`src/rtl/mips_pkg.sv`:
```
// Shared MIPS encoding constants, format codes and the encoder state type.
// Used by instr_encoder and instr_pack.
package mips_pkg;

    localparam logic [1:0] FMT_I   = 2'b00;
    localparam logic [1:0] FMT_J   = 2'b01;
    localparam logic [1:0] FMT_R   = 2'b10;
    localparam logic [1:0] FMT_BAD = 2'b11;

    localparam logic [5:0] OPC_SPECIAL = 6'b000000;
    localparam logic [5:0] OPC_J       = 6'b000010;
    localparam logic [5:0] OPC_JAL     = 6'b000011;
    localparam logic [5:0] OPC_LW      = 6'b100011;
    localparam logic [5:0] OPC_SW      = 6'b101011;

    localparam logic [5:0] FUN_SLL  = 6'b000000;
    localparam logic [5:0] FUN_SRL  = 6'b000010;
    localparam logic [5:0] FUN_SRA  = 6'b000011;
    localparam logic [5:0] FUN_JR   = 6'b001000;
    localparam logic [5:0] FUN_JALR = 6'b001001;

    typedef enum logic [1:0] {
        ST_IDLE  = 2'd0,
        ST_RUN   = 2'd1,
        ST_DRAIN = 2'd2,
        ST_DONE  = 2'd3
    } enc_state_t;

    function automatic logic is_jump_opc(input logic [5:0] opc);
        return (opc == OPC_J) || (opc == OPC_JAL);
    endfunction

    function automatic logic is_shift_fun(input logic [5:0] fun);
        return (fun == FUN_SLL) || (fun == FUN_SRL) || (fun == FUN_SRA);
    endfunction

endpackage

```
`src/rtl/instr_pack.sv`:
```
// Combinational field packer: builds the 32-bit MIPS word from request fields.
// Optional semantic checks are compiled in with INSTR_ENC_CHECK_EN.
module instr_pack
    import mips_pkg::*;
(
    input  logic [1:0]  fmt,
    input  logic [5:0]  opc,
    input  logic [5:0]  fun,
    input  logic [4:0]  rs,
    input  logic [4:0]  rt,
    input  logic [4:0]  rd,
    input  logic [4:0]  sa,
    input  logic [15:0] imm,
    input  logic [25:0] iindex,
    output logic [31:0] word,
    output logic        illegal,
    output logic        check_err
);

    always_comb begin
        word    = '0;
        illegal = 1'b0;
        case (fmt)
            FMT_R:   word = {OPC_SPECIAL, rs, rt, rd, sa, fun};
            FMT_I:   word = {opc, rs, rt, imm};
            FMT_J:   word = {opc, iindex};
            default: illegal = 1'b1;
        endcase
    end

`ifdef INSTR_ENC_CHECK_EN
    // Flags suspicious but encodable requests; the word is still written.
    always_comb begin
        check_err = 1'b0;
        case (fmt)
            FMT_I:   check_err = (opc == OPC_SPECIAL) || is_jump_opc(opc);
            FMT_J:   check_err = !is_jump_opc(opc);
            FMT_R:   check_err = (sa != 5'd0) && !is_shift_fun(fun);
            default: check_err = 1'b0;
        endcase
    end
`else
    assign check_err = 1'b0;
`endif

endmodule

```
`src/rtl/instr_encoder.sv`:
```
// Streams field-level requests into packed MIPS words written to instruction memory.
// Optional semantic checking is enabled by defining INSTR_ENC_CHECK_EN.
module instr_encoder
    import mips_pkg::*;
#(
    parameter int AW        = 10,
    parameter int MAX_WORDS = 1024
) (
    input  logic          clk,
    input  logic          rst,
    input  logic          start,
    input  logic [AW-1:0] base_addr,
    input  logic          in_valid,
    output logic          in_ready,
    input  logic [1:0]    in_fmt,
    input  logic [5:0]    in_opc,
    input  logic [5:0]    in_fun,
    input  logic [4:0]    in_rs,
    input  logic [4:0]    in_rt,
    input  logic [4:0]    in_rd,
    input  logic [4:0]    in_sa,
    input  logic [15:0]   in_imm,
    input  logic [25:0]   in_iindex,
    input  logic          in_last,
    output logic          im_we,
    output logic [AW-1:0] im_addr,
    output logic [31:0]   im_wdata,
    input  logic          im_ready,
    output logic          busy,
    output logic          done,
    output logic [AW:0]   count,
    output logic          err
);

    enc_state_t    state_reg;
    logic [AW-1:0] addr_reg;
    logic          we_reg;
    logic [31:0]   wdata_reg;
    logic [AW:0]   count_reg;
    logic          err_reg;

    logic [31:0]   word;
    logic          illegal;
    logic          check_err;
    logic          wr_done;
    logic          accept;
    logic          cap_full;
    logic [AW+1:0] fill;

    instr_pack u_pack (
        .fmt       (in_fmt),
        .opc       (in_opc),
        .fun       (in_fun),
        .rs        (in_rs),
        .rt        (in_rt),
        .rd        (in_rd),
        .sa        (in_sa),
        .imm       (in_imm),
        .iindex    (in_iindex),
        .word      (word),
        .illegal   (illegal),
        .check_err (check_err)
    );

    // Words committed plus the one sitting in the output register.
    assign fill     = {1'b0, count_reg} + (AW+2)'(we_reg);
    assign cap_full = (state_reg == ST_RUN) && (fill == (AW+2)'(MAX_WORDS));
    assign wr_done  = we_reg & im_ready;
    assign in_ready = (state_reg == ST_RUN) && (!we_reg || im_ready) && !cap_full;
    assign accept   = in_valid & in_ready;

    // addr_reg always names the slot of the pending word, so a word accepted
    // while the previous one retires lands on the incremented address.
    always_ff @(posedge clk or posedge rst) begin
        if (rst) begin
            state_reg <= ST_IDLE;
            addr_reg  <= '0;
            we_reg    <= 1'b0;
            wdata_reg <= '0;
            count_reg <= '0;
            err_reg   <= 1'b0;
        end else begin
            if (wr_done) begin
                addr_reg  <= addr_reg + AW'(1);
                count_reg <= count_reg + (AW+1)'(1);
            end
            if (accept && !illegal) begin
                we_reg    <= 1'b1;
                wdata_reg <= word;
            end else if (wr_done) begin
                we_reg <= 1'b0;
            end

            case (state_reg)
                ST_IDLE: begin
                    if (start) begin
                        addr_reg  <= base_addr;
                        count_reg <= '0;
                        err_reg   <= 1'b0;
                        state_reg <= ST_RUN;
                    end
                end
                ST_RUN: begin
                    if (cap_full) begin
                        err_reg   <= 1'b1;
                        state_reg <= ST_DRAIN;
                    end else if (accept) begin
                        if (illegal || check_err)
                            err_reg <= 1'b1;
                        if (in_last)
                            state_reg <= ST_DRAIN;
                    end
                end
                ST_DRAIN: begin
                    if (!we_reg)
                        state_reg <= ST_DONE;
                end
                default: state_reg <= ST_IDLE;
            endcase
        end
    end

    assign im_we    = we_reg;
    assign im_addr  = addr_reg;
    assign im_wdata = wdata_reg;
    assign busy     = (state_reg != ST_IDLE);
    assign done     = (state_reg == ST_DONE);
    assign count    = count_reg;
    assign err      = err_reg;

endmodule

```
`config.mk`:
```
export PLATFORM = sky130hd
export DESIGN_NAME = instr_encoder
export DESIGN_NICKNAME = d
export VERILOG_FILES = /design/src/rtl/mips_pkg.sv /design/src/rtl/instr_pack.sv /design/src/rtl/instr_encoder.sv
export SDC_FILE = /design/constraint.sdc
export NUM_CORES = 1
export LEC_CHECK = 0
export CAP_MARGIN = 20
export CORE_UTILIZATION = 45
export DETAILED_ROUTE_END_ITERATION = 10
export PLACE_DENSITY = 0.86
export SYNTH_ARGS = -nofsm -noshare
export SYNTH_HDL_FRONTEND = slang
export SYNTH_HIERARCHICAL = 1
export SYNTH_SLANG_ARGS = --single-unit
```
`constraint.sdc`:
```
create_clock -name clk -period 5.1 [get_ports clk]
set_clock_uncertainty 0.2 [all_clocks]
set_input_delay 0.765 -clock clk [delete_from_list [all_inputs] [get_ports clk]]
set_output_delay 0.765 -clock clk [all_outputs]
set_load 0.03 [all_outputs]
```
# == Word-level counts from Yosys, hierarchy flattened ==
# Index checks and enable logic that the tools add are counted.
# W data, S select, Z words.
# totals
in_bits,92
out_inout_bits,58
reg_bits,57
wordCells,57
# op_classes
n_bitwise,2
n_addsub,3
n_mux,20
eq_ne,11
reduce_logical,15
# op_table
cell,count
$pmux W32 S3,1
$mux W11,3
$mux W10,3
$add A11 B1 Y12,1
$eq A12 B11 Y1 const B,1
$add A11 B1 Y11 const B,1
$add A10 B1 Y10 const B,1
$mux W2,5
$ne A3 B3 Y1 const B,3
$reduce_and A4 Y1,2
$eq A2 B2 Y1 const B,3
$mux W1,6
$pmux W2 S3,1
$reduce_bool A2 Y1,3
$eq A2 B1 Y1 const B,2
$logic_and A1 B1 Y1,4
$logic_not A2 Y1,2
$ne A2 B2 Y1 const B,2
$reduce_or A3 Y1,1
$and A1 B1 Y1,2
$logic_not A1 Y1,2
$pmux W1 S2,1
$logic_or A1 B1 Y1,1

# == Longest topological paths before layout ==
# logic_depth
depth_word,9
mapped_depth,9
mapped_depth_nobuf,8

# == Cells and area by module ==
# The synthesis kept the hierarchy.
# by_module_without_submodules
mod,n_inst,cells_each,seq_area_each_um2,area_each_um2
instr_encoder,1,226,1426.4,2776.4
instr_pack,1,61,0.0,516.7

# == Worst setup path after synthesis ==
# No wires, ideal clock.
# synth_path
kind,register -> output
startpoint,register we_reg (netlist: im_we)
endpoint,output in_ready
path_stages_with_launch,7
path_buffers,0
t_required_ns,4.135
arrival_time_ns,1.997
path_slack_ns,2.138
path_cell_list,dfrtp_1 > ha_1 > ha_1 > nor4_1 > a32oi_1 > nor3_2 > and3b_2
# synth_between
elab_chain_cells,5
elab_cells_between_ends,8
classes_between,add/sub (1); eq/ne (1); reduce/logical (6)
# synth_rtl
item,line_no,text
"start, declared",instr_encoder.sv:37,logic we_reg;
"start signal, assigned",instr_encoder.sv:78,we_reg <= 1'b0;
"start signal, assigned",instr_encoder.sv:88,we_reg <= 1'b1;
"start signal, assigned",instr_encoder.sv:91,we_reg <= 1'b0;
$add A11 B1 Y12,instr_encoder.sv:66,"assign fill = {1'b0, count_reg} + (AW+2)'(we_reg);"
$eq A12 B11 Y1,instr_encoder.sv:67,assign cap_full = (state_reg == ST_RUN) && (fill == (AW+2)'(MAX_WORDS));
$logic_and A1 B1 Y1,instr_encoder.sv:67,
$logic_not A1 Y1,instr_encoder.sv:69,assign in_ready = (state_reg == ST_RUN) && (!we_reg || im_ready) && !cap_full;
$logic_and A1 B1 Y1 *,instr_encoder.sv:69,
"end, declared",instr_encoder.sv:14,"output logic in_ready,"
# Mark *: on every way between the ends. The rest lies on a longest branch, timed or not.

# == Worst setup path in the final report ==
# Same ends and word-level chain as after synthesis.

==> impl_metrics.tcl <==
set metrics [dict create \
    finalSetupTns_ps 0 \
    stdcell_count 537 \
    cts-resized-gates 0 \
    yosysUniqueCellTypes 41 \
    stdcell_area_um2 5030 \
    synthMuxAreaShare 0.201 \
    critPathLaunchType "register" \
    worst_slew_pin_slew_ps 865 \
    yosys_warnings 6 \
    powerDensity_nw_per_um2 507 \
    finalHoldViolCount 0 \
    worst_path_max_delay_cell "clkdlybuf4s50_1" \
    wl_per_cell_um 15.5 \
    crit_fanout 7 \
    drc 0 \
    dp_hpwl_mm 6.22 \
    synth_area_um2 3290 \
    critPathKind "register to primary output" \
    syn_area_per_cell_um2 11.5 \
    total_leakage_power_nw 2.16 \
    cp_data_required_time_ps 4140 \
    multi_input_area_um2 1720 \
    vdd_drop_max_uv 250 \
    fp.dieArea_um2 7660 \
    nets 536 \
    drtAntennaViolNets 0 \
    setup_viol 0 \
    synth-compound-area-share 0.118 \
    hold_path_class "register to register" \
    fmax_mhz 257 \
    synthArstFlopShare 1.00 \
    synth-adder-area-share 0.0304 \
    power.total_mw 2.55 \
    grt_max_degree 58 \
    die_h_um 87.5 \
    clk_pin_slew_ps 60 \
    period_share 0.764 \
    syn_inst 287 \
    dpl.cell_count 520 \
    fin_util 0.725 \
    io-pin-count 150 \
    status "finished, final reports clean" \
    largest_reg_flops 32 \
    routed_wl_mm 8.32 \
    clock_latency_ps 340 \
    via_per_inst 5.15 \
    port_buffers 149 \
    clock_path_buffers 2 \
    grt_pass1_wl_mm 13.4 \
    cts_made_buffers 9 \
    drive_gt1_frac 0.134 \
    synthFlopType "dfrtp_1" \
    htree_levels 3 \
    root_buffer "clkbuf_8" \
    gp_congestion 0.772 \
    yosysSeqAreaShare 0.433 \
    synthSimpleGateAreaFrac 0.118 \
    final_common_cell "clkdlybuf4s50_1" \
    maxSlewViolCount 0 \
    synth_top_family_by_area "multiplexers" \
    slew_headroom 0.422 \
    first_iter_violations 93 \
    post_dp_cell_area_um2 4810 \
    die-width_um 87.5 \
    hold_ws_ps 308 \
    grtUsageTotal 0.232 \
    drt_pass1_iterations 4 \
    route.vias.total 2764 \
    path_cells "ha_1 > ha_1 > nand3_1 > xor2_1 > a2bb2oi_1 > nor3_2 > and3b_2 > clkdlybuf4s50_1" \
    crit_top_cell "ha_1" \
    cp_data_arrival_time_ps 2930 \
    setup_ws_ps 1200 \
    rsz0062_at_grt "false" \
    hold_buffers 0 \
    row_count 30 \
    slowest_delay_ps 580 \
    cts_tree "yes" \
    clkSinkCount 57 \
    synth_nets 387 \
    grt-ovfl-total 0 \
    num-fill-cells 500 \
    final-seq-area_um2 1430 \
    synth-seq-cells 57 \
    final_cell_mix "clkdlybuf4s50_1, dfrtp_1, mux2_4" \
    grt_pass1_vias 2840 \
    core_area_um2 6940 \
    period_needed_ps 3900 \
    cts_setup_buffers 0 \
    antenna_found_initial 0 \
    initial_core_util 0.474 \
    synthToLayoutAreaGrowth_pct 52.8 \
    cap_violations 0 \
    synth_enable_flop_cells 0 \
    cp-end-kind "primary output" \
    synth_xor_area_frac 0.0532 \
    dp_worst_setup_slack_ps 1510 \
    antenna_cells 0 \
]
## Yosys cell counts, drive strengths merged, types with 3 or more instances
library cell / n / share of area
a21oi: 4 / 0.0061
a22o: 10 / 0.027
and2: 3 / 0.0057
and4: 3 / 0.0087
buf: 11 / 0.031
clkbuf: 5 / 0.0057
dfrtp: 57 / 0.43
ha: 8 / 0.030
inv: 8 / 0.0091
mux2: 33 / 0.15
mux2i: 18 / 0.055
nand2: 25 / 0.028
nand3: 8 / 0.012
nand4: 3 / 0.0057
nor2: 17 / 0.019
nor2b: 8 / 0.015
o21ai: 11 / 0.017
o2bb2ai: 16 / 0.043
xnor2: 6 / 0.016
xor2: 14 / 0.037
## power breakdown
| group | switching [mW] | total, mW | internal [mW] |
|---|---|---|---|
| sequential | 0.149 | 0.779 | 0.630 |
| combinational | 0.667 | 1.32 | 0.650 |
| clock | 0.182 | 0.456 | 0.274 |
| total | 0.998 | 2.55 | 1.55 |
## path summary, 6_finish.rpt
path	from	to	slack [ps]	depth (start not counted)
worst max-delay path	im_we	in_ready	1200	8
max in group asynchronous	rst	im_wdata[6]	3500	3
worst min register to register	im_wdata[14]	im_wdata[14]	310	1
worst max register to register	im_we	im_wdata[15]	1960	9
min in group asynchronous	rst	im_wdata[23]	740	3
worst min-delay path	im_wdata[14]	im_wdata[14]	310	1
## metal layers
metal	track usage	routed length (um)	up-vias	share of wire
li1	-	-	1315	-
met2	0.409	4360	103	0.52
met5	0	0	-	0
met3	0.0697	549	12	0.066
met4	0.0805	108	0	0.013
met1	0.268	3300	1334	0.40
## final cells by class
class	instances	share of cell area
inverter	8	0.00597
multi-input combinational	206	0.341
clock inverter	5	0.0159
timing repair buffer	154	0.304
tap	96	0.0239
sequential	57	0.283
clock buffer	11	0.0261
## critical path: cells and delay by family (launching register included)
family / cells / cell delay (ps)
AOI/OAI and AO/OA: 1 / 110
xor gates and xnor gates: 1 / 170
adders and majority gates: 2 / 500
buffers and inverters: 1 / 580
DFF: 1 / 460
and+or+nand+nor: 3 / 770
## cells by family after synthesis
kind of cell,count (synthesis)
and+or+nand+nor,75
DFF,57
AOI/OAI and AO/OA,51
muxes,51
buffers and inverters,24
xor gates and xnor gates,20
adders and majority gates,8
other,1
Power figures use the tool's default switching activity.
